--- src/rtl/mem_port_arbiter_pkg.sv ---
// mem_port_arbiter_pkg: shared state encoding, port IDs and word geometry
package mem_port_arbiter_pkg;
    typedef enum logic [1:0] {IDLE = 2'd0, ISSUE = 2'd1, RESP = 2'd2} state_t;
    localparam logic PORT_IF = 1'b0;
    localparam logic PORT_D = 1'b1;
    localparam int WORD_W = 32;
    localparam int ADDR_LSB = 2;
endpackage

--- src/rtl/rr_arb2.sv ---
// rr_arb2: two-input round-robin arbiter with eligibility mask and registered last-grant pointer
module rr_arb2 #(
    parameter logic RESET_LAST = 1'b1
) (
    input  logic       clk,
    input  logic       reset,
    input  logic       en,
    input  logic [1:0] req,
    input  logic [1:0] mask,
    output logic       valid,
    output logic       id
);
    logic       last;
    logic [1:0] elig;
    always_comb begin
        elig = req & mask;
        valid = |elig;
        id = &elig ? ~last : elig[1];
    end
    always_ff @(posedge clk) begin
        if (reset)
            last <= RESET_LAST;
        else if (en && valid)
            last <= id;
    end
endmodule

--- src/rtl/mem_port_arbiter.sv ---
// mem_port_arbiter: shares one synchronous word memory between fetch and data requesters
module mem_port_arbiter
    import mem_port_arbiter_pkg::*;
#(
    parameter int ADDR_W = 32,
    parameter int DATA_W = WORD_W,
    parameter int RESET_PRIO_IF = 1,
    localparam int BE_W = DATA_W / 8
) (
    input  logic                     clk,
    input  logic                     reset,
    input  logic                     if_req,
    input  logic [ADDR_W-1:0]        if_addr,
    output logic                     if_ack,
    output logic [DATA_W-1:0]        if_rdata,
    output logic                     if_err,
    input  logic                     d_req,
    input  logic                     d_we,
    input  logic [BE_W-1:0]          d_be,
    input  logic [ADDR_W-1:0]        d_addr,
    input  logic [DATA_W-1:0]        d_wdata,
    output logic                     d_ack,
    output logic [DATA_W-1:0]        d_rdata,
    output logic                     d_err,
    output logic                     mem_en,
    output logic                     mem_we,
    output logic [BE_W-1:0]          mem_be,
    output logic [ADDR_W-ADDR_LSB-1:0] mem_addr,
    output logic [DATA_W-1:0]        mem_wdata,
    input  logic [DATA_W-1:0]        mem_rdata,
    output logic                     busy
);
    state_t     state;
    state_t     state_n;
    logic       gnt_port;
    logic       gnt_err;
    logic       gnt_we;
    logic       arb_en;
    logic [1:0] arb_req;
    logic [1:0] arb_mask;
    logic       win_valid;
    logic       win_id;
    logic       win_we;
    logic       win_err;
    logic       rd_ok;

    rr_arb2 #(.RESET_LAST(RESET_PRIO_IF != 0)) u_arb (
        .clk(clk),
        .reset(reset),
        .en(arb_en),
        .req(arb_req),
        .mask(arb_mask),
        .valid(win_valid),
        .id(win_id)
    );

    always_comb begin
        arb_en = state != ISSUE;
        arb_req = {d_req, if_req};
        arb_mask = state == RESP ? (gnt_port == PORT_D ? 2'b01 : 2'b10) : 2'b11;
        win_we = win_id == PORT_D && d_we;
        win_err = win_id == PORT_D ? (d_addr[1:0] != 2'b00 || (d_we && d_be == '0)) : if_addr[1:0] != 2'b00;
        state_n = state == ISSUE ? RESP : win_valid ? ISSUE : IDLE;
        rd_ok = !gnt_err && !gnt_we;
        if_ack = state == RESP && gnt_port == PORT_IF;
        d_ack = state == RESP && gnt_port == PORT_D;
        if_err = if_ack && gnt_err;
        d_err = d_ack && gnt_err;
        if_rdata = if_ack && rd_ok ? mem_rdata : '0;
        d_rdata = d_ack && rd_ok ? mem_rdata : '0;
        busy = state != IDLE;
    end

    always_ff @(posedge clk) begin
        if (reset) begin
            state <= IDLE;
            gnt_port <= PORT_IF;
            gnt_err <= 1'b0;
            gnt_we <= 1'b0;
            mem_en <= 1'b0;
            mem_we <= 1'b0;
            mem_be <= '0;
            mem_addr <= '0;
            mem_wdata <= '0;
        end else begin
            state <= state_n;
            mem_en <= 1'b0;
            mem_we <= 1'b0;
            if (arb_en && win_valid) begin
                gnt_port <= win_id;
                gnt_err <= win_err;
                gnt_we <= win_we;
                mem_en <= !win_err;
                mem_we <= win_we && !win_err;
                mem_be <= win_we ? d_be : '1;
                mem_addr <= win_id == PORT_D ? d_addr[ADDR_W-1:ADDR_LSB] : if_addr[ADDR_W-1:ADDR_LSB];
                mem_wdata <= win_we ? d_wdata : '0;
            end
        end
    end
endmodule

--- config.mk ---
export PLATFORM = sky130hd
export DESIGN_NAME = mem_port_arbiter
export DESIGN_NICKNAME = d
export VERILOG_FILES = /design/src/rtl/mem_port_arbiter_pkg.sv /design/src/rtl/rr_arb2.sv /design/src/rtl/mem_port_arbiter.sv
export SDC_FILE = /design/constraint.sdc
export NUM_CORES = 1
export LEC_CHECK = 0
export ABC_AREA = 0
export CAP_MARGIN = 40
export CORE_UTILIZATION = 29
export CTS_BUF_LIST = sky130_fd_sc_hd__clkbuf_16
export CTS_CLUSTER_DIAMETER = 30
export DETAILED_ROUTE_END_ITERATION = 6
export HOLD_SLACK_MARGIN = 0.12
export PLACE_DENSITY = 0.74
export SYNTH_ARGS = -nofsm -noshare
export SYNTH_HDL_FRONTEND = slang
export SYNTH_SLANG_ARGS = --single-unit
export TNS_END_PERCENT = 30
--- constraint.sdc ---
create_clock -name clk -period 1.6 [get_ports clk]
set_input_delay 0.4 -clock clk [delete_from_list [all_inputs] [get_ports clk]]
set_output_delay 0.4 -clock clk [all_outputs]
set_load 0.01 [all_outputs]
==> flow_metrics.py <==
metrics = {
    "route": {
        "drcViolationCount": 0,
        "routed-via-count": 3972,
        "drtPass1Iterations": 4,
        "via_per_inst": 4.83,
        "drt_iter0_markers": 168,
        "wire_per_inst_um": 16.5,
        "wl_um": 13600,
        "ant_nets": 0,
    },
    "pwr": {
        "switching_share": 0.272,
        "power_density_mw_per_mm2": 802,
        "p_comb_frac": 0.239,
        "internal_power_mw": 3.99,
        "clock_power_share": 0.380,
        "p_leak_nw": 3.25,
        "netSwitchingPower_mw": 1.49,
        "pwr-share-seq": 0.381,
        "ir_worst_vdd_v": 0.000680,
        "finalPower_mw": 5.48,
    },
    "floorplanning": {
        "die_w_um": 106,
        "die_height_um": 106,
        "ios": 274,
        "fp.coreArea_mm2": 0.0105,
        "die_area_mm2": 0.0113,
        "rows": 37,
        "start_util": 0.302,
    },
    "timing": {
        "setup_viol": 140,
        "hold_viol": 0,
        "period_needed_ns": 2.05,
        "rsz0062_at_grt": "true",
        "finClkSkew_ns": 0.0182,
        "slew_violations": 0,
        "slew_headroom": 0.758,
        "tightest_slew_ns": 0.363,
        "fmax_mhz": 487,
        "layout_worst_path_cycle_share": 1.28,
        "fin_ws_ns": -0.454,
    },
    "grt": {
        "overflow": 0,
        "grt_max_degree": 41,
        "antenna_found_initial": 3,
        "grt_pass1_vias": 3903,
        "grtUsageTotal": 0.230,
        "grt_pass1_wl_um": 20300,
    },
    "logic_synthesis": {
        "ys_seq_area_frac": 0.468,
        "synth_flop_cell": "dfxtp_1",
        "synth-simple-area-share": 0.250,
        "synth_xor_area_frac": 0,
        "avgSynthCellArea_um2": 8.69,
        "synth-compound-area-share": 0.241,
        "synthMostInstantiatedCell": "dfxtp_1",
        "synth_top_family_by_area": "simple AND/OR/NAND/NOR gates",
        "synth.area.top_cells": "dfxtp_1 47%, and2_1 13%, a22o_1 8.9%, nand2_1 7.4%, a31oi_1 5.9%",
        "yosys.area.top_type": "dfxtp_1",
        "synth_cell_types": 31,
        "yosys_register_bits": 74,
        "synth_top_area_share": 0.468,
        "synth_nets": 501,
        "synth_edf_count": 0,
        "synth-async-reset-ratio": 0,
        "synth_mux_area_frac": 0,
        "synth_warnings": 0,
        "yosys.area_share.adder": 0,
        "synth.cell_area_mm2": 0.00316,
        "netlist_instances": 364,
        "synth_common_cells": "74 x dfxtp_1, 67 x and2_1, 62 x nand2_1, 32 x a22o_1, 31 x o21ai_0",
    },
    "cts": {
        "insertion_delay_ns": 0.33,
        "root_buffer": "clkbuf_16",
        "clk_path_buf_depth": 2,
        "hold_buffers": 0,
        "clk_pin_slew_ns": 0.06,
        "tritoncts.num_buffers": 9,
        "tritoncts": "done",
        "cts.sinks": 74,
        "htreeDepth": 3,
    },
    "setup_path": {
        "reg2reg_from": "gnt_port$_SDFFE_PP0P_",
        "path_buf_inv": 4,
        "critPathArrivalTime_ns": 1.65,
        "path_cells": "nand3b_1 > nor3_4 > buf_6 > buf_16 > buf_6 > and2_4 > buf_6",
        "critPathMaxFanout": 7,
        "cp-end-kind": "output port",
        "critPathLaunchType": "flip-flop",
        "crit_type": "flip-flop to output port",
        "cp.required_ns": 1.20,
        "slowest_stage": "dfxtp_2",
        "path_common_cell": "buf_6",
        "max_stage_delay_ns": 0.33,
        "path_delay_family": "simple AND/OR/NAND/NOR gates",
        "crit_path_start": "state[0]$_SDFF_PP0_",
    },
    "layout": {
        "n_fill_cell": 868,
        "drive_above_1_share": 0.290,
        "stdcell_area_mm2": 0.00682,
        "syn2layout_area_growth_pct": 116,
        "register_area_mm2": 0.00149,
        "final_net_count": 815,
        "multiInputGateArea_mm2": 0.00170,
    },
    "placement": {
        "gp_congestion": 0.785,
        "hpwl_um": 9850,
        "placed_area_mm2": 0.00631,
        "io_buffers": 273,
    },
    "min_path": {
        "hold_path_class": "flip-flop to flip-flop",
        "min_from": "mem_wdata[0]$_SDFFE_PP0P_",
    },
    "run_status": {
        "status": "complete, but fails checks",
        "violations": "negative setup slack",
    },
    "job": {
        "drv_cap": 0,
    },
}
[power by group through the flow]
stage / registers (mW) / logic (mW) / clock network, mW
finish: 2.08 / 1.31 / 2.08
global route: 2.10 / 1.41 / 2.21
CTS: 2.08 / 1.28 / 2.13
detailed placement: 2.11 / 1.32 / 0
global placement: 2.11 / 1.31 / 0
floorplan: 2.17 / 0.380 / 0
[layout by cell type, fill, tap and decap left out, types with 2 or more instances in the layout]
master	count
a21oi_1	3
a22o_1	32
a31oi_1	30
and2_1	41
and2_4	26
buf_12	7
buf_2	40
buf_4	30
buf_6	45
clkbuf_16	11
clkdlybuf4s15_2	2
clkdlybuf4s50_1	135
clkinvlp_4	2
dfxtp_1	69
dfxtp_2	3
dfxtp_4	2
diode_2	3
dlygate4sd2_1	66
dlymetal6s2s_1	3
inv_1	2
inv_6	3
nand2_1	62
nand2b_1	4
o211ai_1	3
o21ai_0	7
o21ai_1	15
o21ai_2	9
o221a_2	4
or2_2	2
[state kept, by name, indices dropped and copies added (netlist names)]
register / cells
mem_en: 1
gnt_port: 1
gnt_we: 1
u_arb.last: 1
mem_be: 4
mem_we: 1
mem_addr: 30
gnt_err: 1
mem_wdata: 32
state: 2
[final timing paths]
path | end | slack (ns) | depth (start not counted)
worst min register to register | mem_wdata[0]$_SDFFE_PP0P_ | 0.47 | 1
worst min-delay path | mem_wdata[0]$_SDFFE_PP0P_ | 0.47 | 1
worst max-delay path | d_rdata[6] | -0.45 | 7
worst max register to register | mem_wdata[8]$_SDFFE_PP0P_ | -0.22 | 6
[layer usage]
metal | routed length (µm) | GRT usage | vias to the layer above
met4 | 427 | 0.0930 | 0
li1 | - | - | 1918
met1 | 4940 | 0.241 | 1837
met2 | 7050 | 0.425 | 190
met3 | 1170 | 0.0711 | 27
met5 | 0 | 0 | -
[metrics by stage]
stage               instances  TNS, ns   util  hold slack (ns)  worst slack [ns]
CTS                       815   -43.76  0.633            0.479            -0.582
finish                    822   -36.37  0.652            0.473            -0.454
detailed placement        779   -67.51  0.604            0.463            -0.639
global placement          779   -62.53  0.604            0.461            -0.556
floorplan                 364    -2.13      -            0.469           -0.0625
global route              822   -46.72  0.652            0.490            -0.527
[timing repair]
item	CTS	global route
gates cloned	4	3
pin swaps	24	30
endpoints found under the hold margin	0	0
gates resized for setup	410	55
setup buffers	17	3
endpoints found under the setup margin	206	144
[worst reg2reg max path: stages (launching register included)]
cell      delay, ns
dfxtp_2        0.34
buf_4          0.14
or4b_4         0.53
o2111a_2       0.25
nor2_4         0.15
buf_12         0.19
a22o_1         0.17
[layout make-up]
| type | instances | area share |
|---|---|---|
| sequential | 74 | 0.219 |
| timing repair buffer | 331 | 0.460 |
| antenna | 3 | 0.00110 |
| tap | 136 | 0.0249 |
| clock inverter | 7 | 0.0121 |
| multi-input combinational | 259 | 0.248 |
| clock buffer | 9 | 0.0330 |
| inverter | 3 | 0.00165 |
[kinds of logic (layout without fill, tap and decap cells)]
kind of cell | count (synthesis) | in the layout
AO/OA/AOI/OAI | 109 | 109
buffers and inverters | 31 | 350
flip-flops | 74 | 74
other | 0 | 3
AND/OR/NAND/NOR | 150 | 150
(Power assumes the default switching activity.)
